===== src/rtl/corr_pkg.sv =====
// Shared types and width helpers for the correlation accumulator slice.
// The struct typedefs describe the default build; the top re-derives them for its own parameters.
package corr_pkg;

  localparam int DEF_PIXEL_SIZE    = 8;
  localparam int DEF_NUM_TEMPLATES = 4;
  localparam int DEF_WINDOW_PIXELS = 64;

  // Wide enough that a full window of full-scale beats can never wrap.
  function automatic int acc_width(input int pixel_size, input int window_pixels);
    return 2 * pixel_size + $clog2(window_pixels);
  endfunction

  localparam int DEF_ACC_W = acc_width(DEF_PIXEL_SIZE, DEF_WINDOW_PIXELS);

  typedef enum logic [0:0] {
    ACCUM = 1'b0,
    STALL = 1'b1
  } acc_state_e;

  typedef struct packed {
    logic [2*DEF_PIXEL_SIZE-1:0]                         i;
    logic [2*DEF_PIXEL_SIZE-1:0]                         i2;
    logic [DEF_NUM_TEMPLATES-1:0][2*DEF_PIXEL_SIZE-1:0]  ti;
  } corr_beat_t;

  typedef struct packed {
    logic [DEF_ACC_W-1:0]                         sum_i;
    logic [DEF_ACC_W-1:0]                         sum_i2;
    logic [DEF_NUM_TEMPLATES-1:0][DEF_ACC_W-1:0]  sum_ti;
  } corr_sums_t;

endpackage


===== src/rtl/corr_best_select.sv =====
// Argmax over the per-template window sums; ties resolve to the lowest index.
module corr_best_select
  import corr_pkg::*;
#(
  parameter int NUM_TEMPLATES = DEF_NUM_TEMPLATES,
  parameter int ACC_W         = DEF_ACC_W
) (
  input  logic [NUM_TEMPLATES-1:0][ACC_W-1:0]  sums,
  output logic [$clog2(NUM_TEMPLATES)-1:0]     best_idx,
  output logic [ACC_W-1:0]                     best_sum
);

  localparam int IDX_W = $clog2(NUM_TEMPLATES);

  // Strict greater-than keeps the earlier index on equal sums.
  always_comb begin
    best_idx = '0;
    best_sum = sums[0];
    for (int t = 1; t < NUM_TEMPLATES; t++) begin
      if (sums[t] > best_sum) begin
        best_idx = IDX_W'(t);
        best_sum = sums[t];
      end
    end
  end

endmodule


===== src/rtl/correlation_accumulator.sv =====
// Window accumulator for I, I^2 and T*I with a one-deep output buffer and backpressure.
// Optional best-template select is enabled with `define CORR_ACC_BEST_EN.
module correlation_accumulator
  import corr_pkg::*;
#(
  parameter  int PIXEL_SIZE    = DEF_PIXEL_SIZE,
  parameter  int NUM_TEMPLATES = DEF_NUM_TEMPLATES,
  parameter  int WINDOW_PIXELS = DEF_WINDOW_PIXELS,
  localparam int ACC_W         = acc_width(PIXEL_SIZE, WINDOW_PIXELS)
) (
  input  logic                                     CLK,
  input  logic                                     RST,
  input  logic                                     abort,
  input  logic                                     in_valid,
  output logic                                     in_ready,
  input  logic [2*PIXEL_SIZE-1:0]                  I_in,
  input  logic [2*PIXEL_SIZE-1:0]                  I_square_in,
  input  logic [NUM_TEMPLATES-1:0][2*PIXEL_SIZE-1:0] T_x_I_in,
  output logic                                     out_valid,
  input  logic                                     out_ready,
  output logic [ACC_W-1:0]                         sum_I,
  output logic [ACC_W-1:0]                         sum_I2,
  output logic [NUM_TEMPLATES-1:0][ACC_W-1:0]      sum_TI
`ifdef CORR_ACC_BEST_EN
  ,
  output logic [$clog2(NUM_TEMPLATES)-1:0]         best_idx,
  output logic [ACC_W-1:0]                         best_sum
`endif
);

  localparam int                IN_W     = 2 * PIXEL_SIZE;
  localparam int                CNT_W    = $clog2(WINDOW_PIXELS);
  localparam logic [CNT_W-1:0]  LAST_CNT = CNT_W'(WINDOW_PIXELS - 1);

  typedef struct packed {
    logic [ACC_W-1:0]                     s_i;
    logic [ACC_W-1:0]                     s_i2;
    logic [NUM_TEMPLATES-1:0][ACC_W-1:0]  s_ti;
  } sums_t;

  acc_state_e        state_q, state_d;
  logic [CNT_W-1:0]  cnt_q, cnt_d;
  sums_t             acc_q, acc_d;
  sums_t             res_q, res_d;
  logic              out_valid_q, out_valid_d;
  sums_t             beat_sum;
  logic              beat_fire, out_fire, buf_free, is_last;
  logic              unused_i_hi;

  assign unused_i_hi = ^I_in[IN_W-1:PIXEL_SIZE];

  assign in_ready  = (state_q == ACCUM);
  assign beat_fire = in_valid && in_ready && !abort;
  assign out_fire  = out_valid_q && out_ready;
  assign buf_free  = !out_valid_q || out_ready;
  assign is_last   = (cnt_q == LAST_CNT);

  // Running sums including the current beat; the first beat of a window replaces stale contents.
  always_comb begin
    beat_sum.s_i  = ACC_W'(I_in[PIXEL_SIZE-1:0]);
    beat_sum.s_i2 = ACC_W'(I_square_in);
    for (int t = 0; t < NUM_TEMPLATES; t++) begin
      beat_sum.s_ti[t] = ACC_W'(T_x_I_in[t]);
    end
    if (cnt_q != '0) begin
      beat_sum.s_i  = beat_sum.s_i + acc_q.s_i;
      beat_sum.s_i2 = beat_sum.s_i2 + acc_q.s_i2;
      for (int t = 0; t < NUM_TEMPLATES; t++) begin
        beat_sum.s_ti[t] = beat_sum.s_ti[t] + acc_q.s_ti[t];
      end
    end
  end

  // NOTE: every output of this block is given a hold value first so no path can infer a latch.
  always_comb begin
    state_d     = state_q;
    cnt_d       = cnt_q;
    acc_d       = acc_q;
    res_d       = res_q;
    out_valid_d = out_valid_q && !out_ready;
    case (state_q)
      ACCUM: begin
        if (abort) begin
          cnt_d = '0;
        end else if (beat_fire) begin
          if (!is_last) begin
            acc_d = beat_sum;
            cnt_d = cnt_q + CNT_W'(1);
          end else if (buf_free) begin
            res_d       = beat_sum;
            out_valid_d = 1'b1;
            cnt_d       = '0;
          end else begin
            acc_d   = beat_sum;
            state_d = STALL;
          end
        end
      end
      STALL: begin
        // The buffer is always occupied here, so a handshake frees it for the held window.
        if (abort) begin
          state_d = ACCUM;
          cnt_d   = '0;
        end else if (out_fire) begin
          res_d       = acc_q;
          out_valid_d = 1'b1;
          state_d     = ACCUM;
          cnt_d       = '0;
        end
      end
      default: state_d = ACCUM;
    endcase
  end

  // NOTE: state registers use non-blocking assignments so all flops update from pre-edge values.
  always_ff @(posedge CLK or posedge RST) begin
    if (RST) begin
      state_q     <= ACCUM;
      cnt_q       <= '0;
      acc_q       <= '0;
      res_q       <= '0;
      out_valid_q <= 1'b0;
    end else begin
      state_q     <= state_d;
      cnt_q       <= cnt_d;
      acc_q       <= acc_d;
      res_q       <= res_d;
      out_valid_q <= out_valid_d;
    end
  end

  assign out_valid = out_valid_q;
  assign sum_I     = res_q.s_i;
  assign sum_I2    = res_q.s_i2;
  assign sum_TI    = res_q.s_ti;

`ifdef CORR_ACC_BEST_EN
  logic [$clog2(NUM_TEMPLATES)-1:0]  best_idx_q, best_idx_d;
  logic [ACC_W-1:0]                  best_sum_q, best_sum_d;

  // Selecting on the next output value keeps the winner aligned with the result registers.
  corr_best_select #(
    .NUM_TEMPLATES (NUM_TEMPLATES),
    .ACC_W         (ACC_W)
  ) u_best_select (
    .sums     (res_d.s_ti),
    .best_idx (best_idx_d),
    .best_sum (best_sum_d)
  );

  always_ff @(posedge CLK or posedge RST) begin
    if (RST) begin
      best_idx_q <= '0;
      best_sum_q <= '0;
    end else begin
      best_idx_q <= best_idx_d;
      best_sum_q <= best_sum_d;
    end
  end

  assign best_idx = best_idx_q;
  assign best_sum = best_sum_q;
`endif

endmodule


===== config.mk =====
export PLATFORM = sky130hd
export DESIGN_NAME = correlation_accumulator
export DESIGN_NICKNAME = d
export VERILOG_FILES = /design/src/rtl/corr_pkg.sv /design/src/rtl/corr_best_select.sv /design/src/rtl/correlation_accumulator.sv
export SDC_FILE = /design/constraint.sdc
export NUM_CORES = 1
export LEC_CHECK = 0
export ABC_CLOCK_PERIOD_IN_PS = 13700
export CAP_MARGIN = 25
export CORE_MARGIN = 3
export CORE_UTILIZATION = 36
export CTS_CLUSTER_DIAMETER = 100
export DETAILED_ROUTE_END_ITERATION = 12
export SETUP_SLACK_MARGIN = 0.1
export SLEW_MARGIN = 20
export SYNTH_ARGS = -nofsm -noshare
export SYNTH_HDL_FRONTEND = slang
export SYNTH_SLANG_ARGS = --single-unit
export TNS_END_PERCENT = 1

===== constraint.sdc =====
create_clock -name CLK -period 13.7 [get_ports CLK]
set_input_delay 2.055 -clock CLK [delete_from_list [all_inputs] [get_ports CLK]]
set_output_delay 2.055 -clock CLK [all_outputs]
set_load 0.02 [all_outputs]

# == Yosys cells after proc, flatten, opt, wreduce, memory -nomap -nowiden ==
# Cells that the tools add are included.
# classes
addsub,7
n_mux,31
n_reduce_logical,12
bitwise_logic,2
n_eq_ne,11
# ops
op,count
$mux W132,9
$pmux W132 S2,1
$add A16 B22 Y22,5
$mux W6,6
$add A8 B22 Y22,1
$mux W1,12
$pmux W6 S2,1
$ne A2 B1 Y1 const B,4
$add A6 B1 Y6 const B,1
$eq A6 B6 Y1 const B,1
$ne A2 B2 Y1 const B,3
$ne A3 B2 Y1 const B,2
$reduce_and A6 Y1,1
$reduce_bool A6 Y1,1
$logic_and A1 B1 Y1,4
$ne A4 B4 Y1 const B,1
$pmux W1 S2,2
$reduce_and A4 Y1,1
$logic_not A1 Y1,3
$reduce_and A3 Y1,1
$not A1 Y1,2
$logic_or A1 B1 Y1,1
# word_totals
ff_bits,272
out_inout_bits,134
inputBits,101
wordCells,78

# == Depth between registers and ports, before layout ==
# logic_depth
ltp_word,7
ltp_mapped,13
ltp_nobuf,11

# == Worst setup path before layout ==
# No wires, ideal clock.
# synth_path
path_kind,input to register
start,input port I_in[0]
end,register res_q (netlist bit sum_I[12])
stages,10
t_arrival_ps,4357
required_ps,13574
n_path_buf,1
path_slack_ps,9217
setup_time_ps,126
path_cell_list,ha_1 fa_1 a21o_1 a21oi_1 o21bai_1 a2111o_1 nand3_1 clkbuf_1 nor3_1 a221o_1
# synth_between
elab_chain_cells,7
# synth_lines
element,line,text
start: declaration,correlation_accumulator.sv:16,"input logic [2*PIXEL_SIZE-1:0] I_in,"
$add A8 B22 Y22,correlation_accumulator.sv:66,beat_sum.s_i = beat_sum.s_i + acc_q.s_i;
$mux W132,correlation_accumulator.sv:65,if (cnt_q != '0) begin
$mux W132,correlation_accumulator.sv:89,end else if (buf_free) begin
$mux W132,correlation_accumulator.sv:86,if (!is_last) begin
$mux W132,correlation_accumulator.sv:85,end else if (beat_fire) begin
$mux W132,correlation_accumulator.sv:83,if (abort) begin
$pmux W132 S2,correlation_accumulator.sv:81,case (state_q)
end signal: assignment,correlation_accumulator.sv:127,res_q <= res_d;
end: declaration,correlation_accumulator.sv:44,"sums_t res_q, res_d;"
# No other way between the ends. The select of a mux whose other input is x is not followed.
# A chain may end at the register's enable or synchronous reset.

# == Worst setup path in the final report ==
# layout_path
start,input port T_x_I_in[32] (netlist name)
end,register res_q (netlist bit sum_TI[60])
# layout_between
elab_chain_cells,7
# layout_lines
element,line,text
start: declaration,correlation_accumulator.sv:18,"input logic [NUM_TEMPLATES-1:0][2*PIXEL_SIZE-1:0] T_x_I_in,"
$add A16 B22 Y22,correlation_accumulator.sv:69,beat_sum.s_ti[t] = beat_sum.s_ti[t] + acc_q.s_ti[t];
$mux W132,correlation_accumulator.sv:65,
$mux W132,correlation_accumulator.sv:89,
$mux W132,correlation_accumulator.sv:86,
$mux W132,correlation_accumulator.sv:85,
$mux W132,correlation_accumulator.sv:83,
$pmux W132 S2,correlation_accumulator.sv:81,
# No other way between the ends. The select of a mux whose other input is x is not followed.

==> metrics.log <==
[metrics] result of the run: finished clean
[metrics] Worst Reg-to-Reg Cells: 9
[metrics] all-layer global routing usage: 21.0%
[metrics] class of the tightest hold or removal check: flop to flop
[metrics] buffers added on ports: 226
[metrics] number of hold violations in the final report: 0
[metrics] io pins: 235
[metrics] first-pass GRT wire length: 86100 um
[metrics] number of standard-cell rows in the floorplan: 80
[metrics] met3 GRT Util: 5.04%
[metrics] RePlAce Congestion: 0.890
[metrics] global-route met2 utilization: 33.8%
[metrics] routing layer with the top usage in global route: met2
[metrics] clock-pin transition on the worst setup and hold timing paths: 0.05 ns
[metrics] Via density: 5.62
[metrics] pins over their slew limit: 0
[metrics] Synth cell types: 80
[metrics] Worst Clk Skew: 0.0144 ns
[metrics] highest-delay cell along the critical path: sky130_fd_sc_hd__clkdlybuf4s50_1
[metrics] critical path data arrival time: 5.47 ns
[metrics] Reg area: 0.00681 mm^2
[metrics] Die Outline Area: 0.0514 mm^2
[metrics] fraction of synthesized cell area taken by the top area cell type: 38.8%
[metrics] Max Cap Violations: 0
[metrics] share of post-route cells with drive strength above 1: 5.70%
[metrics] number of detailed-routing iterations run before antenna repair: 7
[metrics] VDD IR-drop max: 0.0811 mV
[metrics] Syn Std Cell Area: 0.0175 mm^2
[metrics] total non-filler cell area in the finished layout: 0.0216 mm^2
[metrics] TritonCTS clock tree: done
[metrics] power density cells: 151 mW/mm^2
[metrics] area used by multi-input combinational logic: 0.0101 mm^2
[metrics] register area share after synthesis: 38.8%
[metrics] worst hold endpoint: sum_I[1]$_DFFE_PP0P_
[metrics] number of post-CTS setup repair buffers: 0
[metrics] ratio of final minimum period to clock period: 36.9%
[metrics] # setup viols final: 0
[metrics] primary flip-flop cell chosen by synthesis mapping: sky130_fd_sc_hd__dfrtp_1
[metrics] violation count after the first detailed-routing iteration: 1169
[metrics] layout overhead on the synthesized area: 22.8%
[metrics] actual slew at the worst max-slew pin: 0.999 ns
[metrics] Die Width: 227 um
[metrics] via count: 16279
[metrics] Cell Chain, Critical Path: clkdlybuf4s50_1, ha_1, inv_1, fa_1, nor2b_1, o21ai_0, a21boi_0, o211ai_1, a31oi_2, mux2_2, a221oi_1, nor2_1
[metrics] Hold Path Stages: 2
[metrics] register bit count reported by yosys: 272
[metrics] Highest Clock Rate: 0.198 GHz
[metrics] aggregate global routing overflow: 0
[metrics] setup slack, reg-to-reg: 10.09 ns
[metrics] number of buffers created by CTS: 36
[metrics] fraction of registers with async set/reset: 100%
[metrics] synthesized netlist net count: 2298
[metrics] Post-Place Cell Area: 0.0203 mm^2
[metrics] number of clock sinks seen by CTS: 272
[metrics] largest fanout on the critical path: 6
[metrics] largest net degree at the start of global routing: 138
[metrics] routing usage on met1: 28.5%
[metrics] Resize count post-CTS: 0
[metrics] Max H-tree Level: 2
[metrics] Total Negative Setup Slacks: 0 ns
[metrics] initial core utilization: 36.6%
[metrics] leading cell types by total area after synthesis: sky130_fd_sc_hd__dfrtp_1, sky130_fd_sc_hd__o21ai_0, sky130_fd_sc_hd__ha_1
[metrics] library cell used as clock root buffer: sky130_fd_sc_hd__clkbuf_16
[metrics] CTS Hold Buffers Added: 0
[metrics] placed cell count: 2829
[metrics] ANT nets after route: 0
[metrics] number of enable-type register cells in the synthesized netlist: 0
[metrics] CP endpoint kind: flop
[metrics] latest clock arrival within the worst-skew pair: 0.55 ns
[metrics] kind of cell adding the most delay to the critical path: compound AO/OA/AOI/OAI gates
[metrics] total half-perimeter wirelength after legalization and detailed placement: 36100 um
[metrics] Req. time, crit path: 14.12 ns
[metrics] category of the critical setup timing path: input port to flop
[metrics] min Tclk post-route: 5.06 ns
[metrics] instance count on the critical path: 12
[metrics] syn_area_per_cell: 8.35 um^2
[metrics] DRC: 0
[metrics] crit path launch type: input port
[metrics] RSZ-0062 raised after global routing: no
[metrics] vias in the first global route: 15522
[metrics] routed wirelength normalized by instance count: 18.7 um
[metrics] post-synthesis cell type with the largest combined area: sky130_fd_sc_hd__dfrtp_1
[metrics] # nets final: 2450
[metrics] number of filler instances in the final layout: 4617
[metrics] relative slew slack: 33.4%
[metrics] worst reg2reg endpoint: sum_TI[62]$_DFFE_PP0P_
[metrics] start of the worst register-to-register path: state_q$_DFF_PP0_
[metrics] slowest stage delay, CP: 0.50 ns
[metrics] post-route non-filler standard cell count: 2898
[metrics] antenna violations before repair: 5
[metrics] deepest clock path buffer count: 3
[metrics] Buf+Inv Stages, Crit Path: 2
[metrics] Core ar.: 0.0479 mm^2
[metrics] Leakage: 9.45 nW
[metrics] Post-Syn Instances: 2101
[metrics] die outline height: 227 um
[metrics] total wirelength of the detailed-routed design: 54200 um
[metrics] Yosys Warn Count: 0
[metrics] Hold Crit Start: sum_I[1]$_DFFE_PP0P_
worst max path at each step:
stage,from,endpoint,slack [ns]
after detailed placement,T_x_I_in[32],sum_TI[60]$_DFFE_PP0P_,8.19
after global placement,T_x_I_in[32],sum_TI[60]$_DFFE_PP0P_,8.26
after CTS,T_x_I_in[32],sum_TI[60]$_DFFE_PP0P_,8.77
after floorplan,RST,acc_q[0]$_DFFE_PP0P_,4.15
after global routing,T_x_I_in[32],sum_TI[60]$_DFFE_PP0P_,8.48
final,T_x_I_in[32],sum_TI[60]$_DFFE_PP0P_,8.64
worst reg2reg max path: stages (launching register included):
cell and delay (ns):
sky130_fd_sc_hd__dfrtp_4 0.80, sky130_fd_sc_hd__inv_1 0.15, sky130_fd_sc_hd__buf_4 0.32, sky130_fd_sc_hd__nand3_1 0.15
sky130_fd_sc_hd__a21o_1 0.22, sky130_fd_sc_hd__nand2b_4 0.55, sky130_fd_sc_hd__buf_4 0.73, sky130_fd_sc_hd__nor2_1 0.25
sky130_fd_sc_hd__a22oi_1 0.18, sky130_fd_sc_hd__o21ai_0 0.10
state kept, by name, summed over array words and instances (netlist names):
register,flops
out_valid,1
sum_TI,88
sum_I2,22
sum_I,22
cnt_q,6
acc_q,132
state_q,1
layer usage:
metal / part of all wire [%] / routed length [um]
met1: 45 / 24400
met2: 46 / 25100
met3: 6.6 / 3590
met4: 2.0 / 1090
met5: 0.089 / 48
power by group:
group,leakage (nW),switching [mW],internal [mW]
clock,0.626,0.388,0.622
sequential,3.50,0.110,0.919
combinational,5.32,0.701,0.505
total,9.45,1.20,2.05
placed cells by master, fill, tap and decap left out, types with 18 or more instances in the layout:
| cell | count |
|---|---|
| sky130_fd_sc_hd__mux2i_1 | 39 |
| sky130_fd_sc_hd__buf_4 | 22 |
| sky130_fd_sc_hd__ha_1 | 90 |
| sky130_fd_sc_hd__nand3_1 | 60 |
| sky130_fd_sc_hd__a21o_1 | 54 |
| sky130_fd_sc_hd__and3_1 | 45 |
| sky130_fd_sc_hd__o21a_1 | 27 |
| sky130_fd_sc_hd__inv_1 | 39 |
| sky130_fd_sc_hd__nand4_1 | 19 |
| sky130_fd_sc_hd__a211oi_1 | 30 |
| sky130_fd_sc_hd__dfrtp_1 | 271 |
| sky130_fd_sc_hd__a31oi_1 | 18 |
| sky130_fd_sc_hd__nor3_1 | 43 |
| sky130_fd_sc_hd__nand2_1 | 278 |
| sky130_fd_sc_hd__clkbuf_16 | 37 |
| sky130_fd_sc_hd__or3_1 | 32 |
| sky130_fd_sc_hd__o21ai_0 | 286 |
| sky130_fd_sc_hd__mux2_2 | 19 |
| sky130_fd_sc_hd__a21oi_1 | 171 |
| sky130_fd_sc_hd__o211ai_1 | 20 |
| sky130_fd_sc_hd__o31ai_1 | 24 |
| sky130_fd_sc_hd__nor2_1 | 167 |
| sky130_fd_sc_hd__xnor2_1 | 29 |
| sky130_fd_sc_hd__clkdlybuf4s50_1 | 226 |
stage by stage:
step / util [%] / power, mW / hold slack (ns) / setup slack (ns)
floorplan: - / 1.91 / 0.454 / 4.15
global placement: 42.3 / 2.20 / 0.466 / 8.26
detailed placement: 42.3 / 2.24 / 0.469 / 8.19
CTS: 44.9 / 3.27 / 0.481 / 8.77
global route: 45.0 / 3.47 / 0.512 / 8.48
finish: 45.0 / 3.25 / 0.478 / 8.64
cell usage after synthesis (5+ instances only):
library cell	instances
sky130_fd_sc_hd__o21ai_0	286
sky130_fd_sc_hd__nand2_1	279
sky130_fd_sc_hd__dfrtp_1	272
sky130_fd_sc_hd__a21oi_1	172
sky130_fd_sc_hd__nor2_1	168
sky130_fd_sc_hd__clkbuf_1	93
sky130_fd_sc_hd__ha_1	90
sky130_fd_sc_hd__nand3_1	60
sky130_fd_sc_hd__a21o_1	55
sky130_fd_sc_hd__and3_1	45
sky130_fd_sc_hd__nor3_1	43
sky130_fd_sc_hd__inv_1	40
sky130_fd_sc_hd__mux2i_1	39
sky130_fd_sc_hd__or3_1	32
sky130_fd_sc_hd__a211oi_1	30
sky130_fd_sc_hd__xnor2_1	29
sky130_fd_sc_hd__o21a_1	27
sky130_fd_sc_hd__o31ai_1	24
sky130_fd_sc_hd__buf_2	23
sky130_fd_sc_hd__o211ai_1	20
sky130_fd_sc_hd__mux2_2	19
sky130_fd_sc_hd__nand4_1	19
sky130_fd_sc_hd__a31oi_1	18
sky130_fd_sc_hd__xor2_1	17
sky130_fd_sc_hd__buf_1	16
sky130_fd_sc_hd__nor2b_1	16
sky130_fd_sc_hd__a221oi_1	10
sky130_fd_sc_hd__o311ai_0	10
sky130_fd_sc_hd__o31a_1	10
sky130_fd_sc_hd__or4_1	10
sky130_fd_sc_hd__and2_1	9
sky130_fd_sc_hd__nand2b_1	9
sky130_fd_sc_hd__nor4_1	7
sky130_fd_sc_hd__or2_2	7
sky130_fd_sc_hd__a22o_1	6
sky130_fd_sc_hd__fa_1	6
sky130_fd_sc_hd__a41oi_1	5
sky130_fd_sc_hd__o21bai_1	5
sky130_fd_sc_hd__o22ai_1	5
cells by family after synthesis:
| family | after synthesis | share of synthesized area, % |
|---|---|---|
| XOR/XNOR | 46 | 2.30 |
| AND/OR/NAND/NOR | 721 | 18.8 |
| flip-flops | 272 | 38.8 |
| adder cells (fa/ha/maj) | 96 | 7.10 |
| multiplexers | 58 | 3.44 |
| buffers and inverters | 175 | 3.98 |
| AO/OA/AOI/OAI | 733 | 25.6 |
area by class of cell:
| class | instances | share of cell area, % |
|---|---|---|
| diodes | 2 | 0.0232 |
| clock inverters | 20 | 1.10 |
| inverters | 40 | 0.755 |
| flip-flops and latches | 272 | 31.6 |
| well taps | 615 | 3.57 |
| clock buffers | 46 | 4.73 |
| repair buffers | 249 | 11.4 |
| multi-input cells | 1654 | 46.8 |
(Power assumes the default switching activity.)
